## src/rtl/store_size_ctrl.sv

```systemverilog
// Store-size controller: sequences sw directly and sh/sb as read-modify-write,
// merging the B register into the old memory word before a single write strobe.
module store_size_ctrl #(
    parameter int MEM_LAT = 1
) (
    input  logic        clk,
    input  logic        reset,
    input  logic        start,
    input  logic [1:0]  size,
    input  logic [1:0]  addr_lo,
    input  logic [31:0] mdr_in,
    input  logic [31:0] b_in,
    output logic        mem_rd,
    output logic        mdr_load,
    output logic        rdc_ctrl,
    output logic        mem_wr,
    output logic [31:0] wr_data,
    output logic        busy,
    output logic        done,
    output logic        err
);

    typedef enum logic [2:0] {
        IDLE, READ, WAIT, LOAD, MERGE, WRITE, DONE, ERR
    } stateT;

    localparam logic [2:0] WAIT_INIT = 3'(MEM_LAT - 1);

    stateT       stateReg;
    stateT       stateNext;
    logic [2:0]  waitCnt;
    logic [1:0]  sizeReg;
    logic [1:0]  offReg;
    logic [31:0] mergedWord;
    logic        badReq;

    assign badReq = (size == 2'b11)
                 || (size == 2'b01 && addr_lo[0])
                 || (size == 2'b00 && addr_lo != 2'b00);

    always_comb begin
        stateNext = stateReg;
        case (stateReg)
            IDLE: begin
                if (start) begin
                    if (badReq)              stateNext = ERR;
                    else if (size == 2'b00)  stateNext = MERGE;
                    else                     stateNext = READ;
                end
            end
            READ:    stateNext = WAIT;
            WAIT:    if (waitCnt == 3'd0) stateNext = LOAD;
            LOAD:    stateNext = MERGE;
            MERGE:   stateNext = WRITE;
            WRITE:   stateNext = DONE;
            DONE:    stateNext = IDLE;
            ERR:     stateNext = IDLE;
            default: stateNext = IDLE;
        endcase
    end

    // Each byte lane independently picks the store byte or keeps the old memory byte.
    for (genvar gi = 0; gi < 4; gi++) begin : gLane
        logic       hit;
        logic [7:0] src;
        always_comb begin
            hit = 1'b0;
            src = b_in[7:0];
            case (sizeReg)
                2'b00: begin
                    hit = 1'b1;
                    src = b_in[8*gi +: 8];
                end
                2'b01: begin
                    hit = (offReg[1] == 1'(gi / 2));
                    src = b_in[8*(gi % 2) +: 8];
                end
                2'b10:   hit = (offReg == 2'(gi));
                default: hit = 1'b0;
            endcase
        end
        assign mergedWord[8*gi +: 8] = hit ? src : mdr_in[8*gi +: 8];
    end

    // Outputs are registered from the next state so they line up with the state they describe.
    always_ff @(posedge clk or posedge reset) begin
        if (reset) begin
            stateReg <= IDLE;
            waitCnt  <= 3'd0;
            sizeReg  <= 2'b00;
            offReg   <= 2'b00;
            wr_data  <= 32'd0;
            mem_rd   <= 1'b0;
            mdr_load <= 1'b0;
            rdc_ctrl <= 1'b0;
            mem_wr   <= 1'b0;
            busy     <= 1'b0;
            done     <= 1'b0;
            err      <= 1'b0;
        end else begin
            stateReg <= stateNext;
            if (stateReg == IDLE && start) begin
                sizeReg <= size;
                offReg  <= addr_lo;
            end
            if (stateReg == READ)
                waitCnt <= WAIT_INIT;
            else if (stateReg == WAIT && waitCnt != 3'd0)
                waitCnt <= waitCnt - 3'd1;
            if (stateReg == MERGE)
                wr_data <= mergedWord;
            mem_rd   <= (stateNext == READ);
            mdr_load <= (stateNext == LOAD);
            rdc_ctrl <= (stateNext == MERGE) || (stateNext == WRITE);
            mem_wr   <= (stateNext == WRITE);
            busy     <= (stateNext != IDLE);
            done     <= (stateNext == DONE);
            err      <= (stateNext == ERR);
        end
    end

endmodule

```

## config.mk

```make
export PLATFORM = sky130hd
export DESIGN_NAME = store_size_ctrl
export DESIGN_NICKNAME = d
export VERILOG_FILES = /design/src/rtl/store_size_ctrl.sv
export SDC_FILE = /design/constraint.sdc
export NUM_CORES = 1
export LEC_CHECK = 0
export ABC_AREA = 0
export BUFFER_PORTS_ARGS = -buffer_cell sky130_fd_sc_hd__buf_2
export CORE_MARGIN = 1
export CORE_UTILIZATION = 40
export DETAILED_ROUTE_END_ITERATION = 16
export GPL_ROUTABILITY_DRIVEN = 0
export GPL_TIMING_DRIVEN = 1
export PLACE_DENSITY = 0.77
export SKIP_CTS_REPAIR_TIMING = 1
export SLEW_MARGIN = 40
export SYNTH_ARGS = -nofsm -noshare
export SYNTH_HDL_FRONTEND = slang
export SYNTH_SLANG_ARGS = --single-unit
```

## constraint.sdc

```tcl
create_clock -name clk -period 1.4 [get_ports clk]
set_input_delay 0.07 -clock clk [delete_from_list [all_inputs] [get_ports clk]]
set_output_delay 0.07 -clock clk [all_outputs]
set_load 0.01 [all_outputs]
```

==> metrics.md, run 1 <==
| Metric | Value |
|---|---|
| Core ar. | `6310 µm²` |
| FF-to-FF path depth | `3` |
| CP Launch Type | `flip-flop` |
| Switching Fraction | `43.2%` |
| First-pass GRT wire length | `11.6 mm` |
| FF+latch count, synth | `49` |
| Clock Sinks | `49` |
| Final Setup Violations | `13` |
| Routed Antenna Nets | `0` |
| Worst setup margin | `-0.0554 ns` |
| Post-synth cell types | `44` |
| Nets | `474` |
| Clock-pin transition on the worst setup and hold timing paths | `0.08 ns` |
| Antenna Cells | `0` |
| Slew headroom | `70.4%` |
| Pin count of the biggest net entering global routing | `29` |
| Failing checks | `setup timing` |
| P_sw | `3830 µW` |
| Max cap viols | `0` |
| Die area | `6860 µm²` |
| Max Fclk | `0.687 GHz` |
| Dominant synthesized flop cell | `dfrtp_1` |
| Leak | `0.00188 µW` |
| All-layer global routing usage | `21.2%` |
| R2R Path End | `sizeReg[1]` |
| Dominant cell type by area after synthesis | `dfrtp_1` |
| Max Slew Vio Count | `0` |
| Initial antenna violation count | `0` |
| Peak supply drop | `1.32 mV` |
| Skew-Pair Late Insertion Delay | `0.30 ns` |
| CP Capture Type | `flip-flop` |
| Register area share after synthesis | `46.9%` |
| CP required | `1.58 ns` |
| Vias in the first global route | `2407` |
| Final period utilization | `104%` |
| Post-synth EDFFs | `0` |
| Final Hold Fails | `0` |
| Hold endpoint | `wr_data[21]` |
| RR Startpoint | `stateReg[0]` |
| Setup TNS | `-0.272 ns` |
| Critical path peak fanout | `4` |
| Hold Startpoint | `mdr_in[21]` |
| Sequential power share | `28.5%` |
| Total CTS buffers | `5` |
| Worst hold margin | `0.0157 ns` |
| Die W | `82.9 µm` |
| Hold Path Cell Cnt | `3` |
| Root buffer cell | `clkbuf_8` |
| Pwr per Cell Area | `2310 nW/µm²` |
| R2R setup slack | `-0.06 ns` |
| IO Pins | `110` |
| Max clock buf depth | `2` |
| Minimum clock period | `1.46 ns` |
| Die Y | `82.9 µm` |
| Worst EP arrival | `1.64 ns` |
| Residual DRC count | `0` |
| Critical path class | `reg2reg` |
| Most common cell after layout, fill and taps aside | `buf_2` |
| Worst-margin pin slew | `0.444 ns` |
| Area contributors post-synth | `dfrtp_1, mux2i_1, o311ai_1` |
| PortBufs | `109` |
| Share of layout cells above drive strength 1 | `51.0%` |
| Core Rows | `29` |
| Wire length per cell | `16.0 µm` |
| Synth top area share | `46.9%` |
| Pre-CTS setup slack | `-0.0629 ns` |
| Post-Route WL | `7.63 mm` |
| Iteration-0 DRC Markers | `177` |
| Vias | `2521` |
| Comb pwr share | `62.7%` |
| Cell Area, Synth | `2620 µm²` |
| Synthesis-to-finish area growth | `46.4%` |
| Ys async rst share | `100%` |
| Skew final | `0.00396 ns` |
| Total power | `8860 µW` |
| CTS tree | `done` |
| Starting density of the core | `41.4%` |
| Synthesized instance count | `259` |
| Vias per inst | `5.29` |
| Min-delay worst type | `in2reg` |
| Commonest cells after routing, fill and taps aside | `buf_2, dfrtp_1, nand2_1, buf_4, mux2i_1` |
| Clock share of power | `8.8%` |
| CP startpoint | `stateReg[0]` |
| Status | `finished, violations left` |
| Int Pwr | `5030 µW` |
| HPWL after detailed placement | `5.71 mm` |
| First-pass DRT Iterations | `5` |
| Yosys warns | `0` |
| Syn_area_per_cell | `10.1 µm²` |
| RSZ-0062 raised after global routing | `true` |
| Synthesized net count | `332` |
| CTS H-tree depth | `2` |
| Gr ovfl total | `0` |
==> kinds of logic (layout without fill, tap and decap cells) <==
group           count (synthesis)  after routing  share of synthesized area (%)
simple gates                   79             79                           15.6
compound gates                 68             69                           20.1
flops                          49             49                           46.9
buf+inv                        35            175                           6.32
mux                            26             26                           10.0
fa+ha+maj                       2              2                          0.957
==> worst max path at each step <==
| stage | slack (ns) | to |
|---|---|---|
| 6_report | -0.06 | sizeReg[1] |
| 5_1_grt | -0.09 | offReg[0] |
| 4_1_cts | -0.08 | wr_data[28] |
| 3_5_place_dp | -0.06 | wr_data[28] |
| 3_3_place_gp | -0.02 | wr_data[29] |
| 2_1_floorplan | 0.003 | wr_data[17] |
==> worst max-delay path, stage by stage (launching register included) <==
cell and delay, ns:
dfrtp_2 0.46, buf_6 0.15, nor4_4 0.40, mux2_4 0.34
==> through the flow <==
| stage | utilization, % | std cells | instance area [µm²] |
|---|---|---|---|
| floorplan | - | 259 | 2630 |
| global placement | 55.6 | 465 | 3510 |
| detailed placement | 55.6 | 465 | 3510 |
| CTS | 56.8 | 471 | 3580 |
| global route | 60.6 | 477 | 3830 |
| finish | 60.6 | 477 | 3830 |
==> final cells by class <==
type	instances	area, µm²
clock buffers	5	68.8
repair buffers	149	947
clock inverters	1	5.00
fillers	496	2490
inverters	20	80.1
multi-input cells	176	1400
well taps	77	96.3
flip-flops and latches	49	1230
==> power by group through the flow <==
stage,sequential [µW],combinational [µW],clock (µW)
CTS,2470,4880,796
global placement,2470,4770,0
detailed placement,2490,4860,0
floorplan,2720,2770,0
finish,2520,5550,779
global route,2590,5980,856
==> sequential cells by signal (all words and copies together) (netlist names) <==
name,flops
offReg,2
rdc_ctrl,1
stateReg,3
waitCnt,3
mdr_load,1
err,1
sizeReg,2
wr_data,32
mem_wr,1
busy,1
mem_rd,1
done,1
==> layer usage <==
layer	GRT usage [%]	vias up	share of wire (%)
met1	26.0	1213	41
met2	38.0	84	53
met3	4.17	6	6.1
met5	0	-	0
met4	5.17	0	0.81
li1	-	1218	-
==> synth_stat cells, types with 6 or more instances <==
master    count
a21oi_1      12
clkbuf_1      8
dfrtp_1      49
inv_1        16
mux2i_1      24
nand2_1      37
nand3_1      11
nand3_2       6
nor2_1       12
o21ai_1      12
o221ai_1      7
o311ai_1     16
Power figures use the tool's default switching activity.
==> inputs of run 2 (changes only) <==
--- a/config.mk
+++ b/config.mk
@@ -12,7 +12,7 @@
 export DETAILED_ROUTE_END_ITERATION = 16
 export GPL_ROUTABILITY_DRIVEN = 0
 export GPL_TIMING_DRIVEN = 1
-export PLACE_DENSITY = 0.77
+export PLACE_DENSITY = 0.67
 export SKIP_CTS_REPAIR_TIMING = 1
 export SLEW_MARGIN = 40
 export SYNTH_ARGS = -nofsm -noshare
==> run 2 against run 1 <==
Against the previous run: the flow still finishes with violations (setup timing); critical path depth grew 3; highest routed layer unchanged; largest power group unchanged; critical path type unchanged; die area is the same; clock power grew 4.0%; hold slack lost 0.0063 ns.
==> metrics.md, run 2 (synthesized netlist as in run 1, its figures left out) <==
| Metric | Value |
|---|---|
| Clock share of power | `8.8%` |
| Skew final | `0.0145 ns` |
| Failing checks | `setup timing` |
| First-pass DRT Iterations | `4` |
| Pre-CTS setup slack | `-0.119 ns` |
| Skew-Pair Late Insertion Delay | `0.30 ns` |
| Max Slew Vio Count | `0` |
| Switching Fraction | `42.8%` |
| Sequential cell area | `1230 µm²` |
| Gr ovfl total | `0` |
| CP Capture Type | `flip-flop` |
| Final Cell Area | `3950 µm²` |
| Placed inst area | `3450 µm²` |
| Clock-pin transition on the worst setup and hold timing paths | `0.09 ns` |
| Clock Sinks | `49` |
| Vias per inst | `5.37` |
| Total power | `9240 µW` |
| Post-Route WL | `8.01 mm` |
| Multi-input logic area | `1420 µm²` |
| Final Hold Fails | `0` |
| Max reg flops | `32` |
| Worst setup margin | `-0.0987 ns` |
| Most common cell after layout, fill and taps aside | `buf_2` |
| Residual DRC count | `0` |
| Minimum clock period | `1.50 ns` |
| Synthesis-to-finish area growth | `51.2%` |
| WP buf/inv | `3` |
| Initial antenna violation count | `0` |
| Peak supply drop | `1.13 mV` |
| Largest reg by FF count | `wr_data` |
| PortBufs | `109` |
| Starting density of the core | `41.4%` |
| CTS H-tree depth | `2` |
| Final Setup Violations | `19` |
| Worst EP arrival | `1.70 ns` |
| Crit-path slowest cell | `dfrtp_2` |
| CP required | `1.60 ns` |
| Critical-path cell list | `buf_12 -> nor2_4 -> buf_4 -> a211oi_4 -> buf_12 -> o311ai_1` |
| Fill cell count | `553` |
| Slowest stage delay, CP | `0.44 ns` |
| Slew headroom | `71.4%` |
| Max cap viols | `0` |
| Commonest cells after routing, fill and taps aside | `buf_2, dfrtp_1, buf_4, nand2_1, mux2i_1` |
| HPWL after detailed placement | `5.50 mm` |
| Root buffer cell | `clkbuf_8` |
| Pwr per Cell Area | `2340 nW/µm²` |
| Die Y | `82.9 µm` |
| Vias in the first global route | `2393` |
| CTS tree | `done` |
| Share of layout cells above drive strength 1 | `53.0%` |
| CP Launch Type | `flip-flop` |
| IO Pins | `110` |
| Comb pwr share | `64.2%` |
| CP delay by family, top | `buffers and inverters` |
| Top Registers | `wr_data: 32 flops, stateReg: 3 flops, waitCnt: 3 flops` |
| First-pass GRT wire length | `11.7 mm` |
| Iteration-0 DRC Markers | `168` |
| Core ar. | `6310 µm²` |
| Sequential power share | `27.0%` |
| RSZ-0062 raised after global routing | `true` |
| Status | `finished, violations left` |
| Worst-margin pin slew | `0.417 ns` |
| All-layer global routing usage | `21.4%` |
| Pin count of the biggest net entering global routing | `50` |
| Min-delay worst type | `in2reg` |
| Most used cell, CP | `buf_12` |
| Max Fclk | `0.667 GHz` |
| Critical path class | `reg2reg` |
| Final period utilization | `107%` |
| Int Pwr | `5280 µW` |
| Max clock buf depth | `2` |
| Routed Antenna Nets | `0` |
| Leak | `0.00193 µW` |
| Post-layout util | `62.6%` |
| Die W | `82.9 µm` |
| Die area | `6860 µm²` |
| Wire length per cell | `16.3 µm` |
| Total CTS buffers | `5` |
| Antenna Cells | `0` |
| Critical path peak fanout | `16` |
| Nets | `485` |
| P_sw | `3950 µW` |
| Core Rows | `29` |
| Vias | `2630` |
==> run 2: cell types whose count changed in the layout (fill, tap and decap cells not counted), sizes merged <==
cell / delta
buf: +10
clkinv: +1
clkbuf: +2
==> run 2: path summary, 6_finish.rpt <==
check                            from           to  slack (ns)  cells after the start
setup / recovery           sizeReg[1]  wr_data[21]        -0.1                      6
hold / removal             mdr_in[20]  wr_data[20]       0.009                      3
setup reg to reg           sizeReg[1]  wr_data[21]        -0.1                      6
hold reg to reg            wr_data[4]   wr_data[4]        0.49                      2
max in group asynchronous       reset    offReg[1]        0.80                      4
min in group asynchronous       reset  wr_data[14]        0.35                      4
==> run 2: area by class of cell <==
class                           instances  share of cell area [%]
Tap cell                               77                    2.44
Sequential cell                        49                    31.1
Clock inverter                          2                   0.253
Inverter                               20                    2.03
Clock buffer                            6                    1.84
Timing Repair Buffer                  160                    26.3
Multi-Input combinational cell        176                    36.0
==> run 2: power by group through the flow <==
stage,registers [µW],clock network [µW],logic [µW]
after floorplan,2720,0,2770
after global placement,2470,0,4600
after detailed placement,2490,0,4680
after CTS,2460,838,4690
after global routing,2550,900,6360
final,2490,810,5930
==> run 2: per-layer routing <==
layer	global-route usage (%)	wire, µm	vias to the layer above
li1	-	-	1245
met1	27.7	3200	1261
met2	36.1	4190	108
met3	4.47	450	16
met4	6.27	176	0
met5	0	0	-
==> run 2: worst register-to-register path, cell delays in order (launching register included) <==
cell      delay (ns)
dfrtp_2         0.44
buf_12          0.16
nor2_4          0.18
buf_4           0.15
a211oi_4        0.04
buf_12          0.16
o311ai_1        0.29
==> run 2: metrics by stage <==
stage	instances	hold slack, ns	setup TNS [ns]
2_1_floorplan	259	0.187	0
3_3_place_gp	460	0.134	-0.230
3_5_place_dp	460	0.141	-0.938
4_1_cts	468	-0.190	-1.20
5_1_grt	490	0.00807	-2.10
6_report	490	0.00941	-0.778
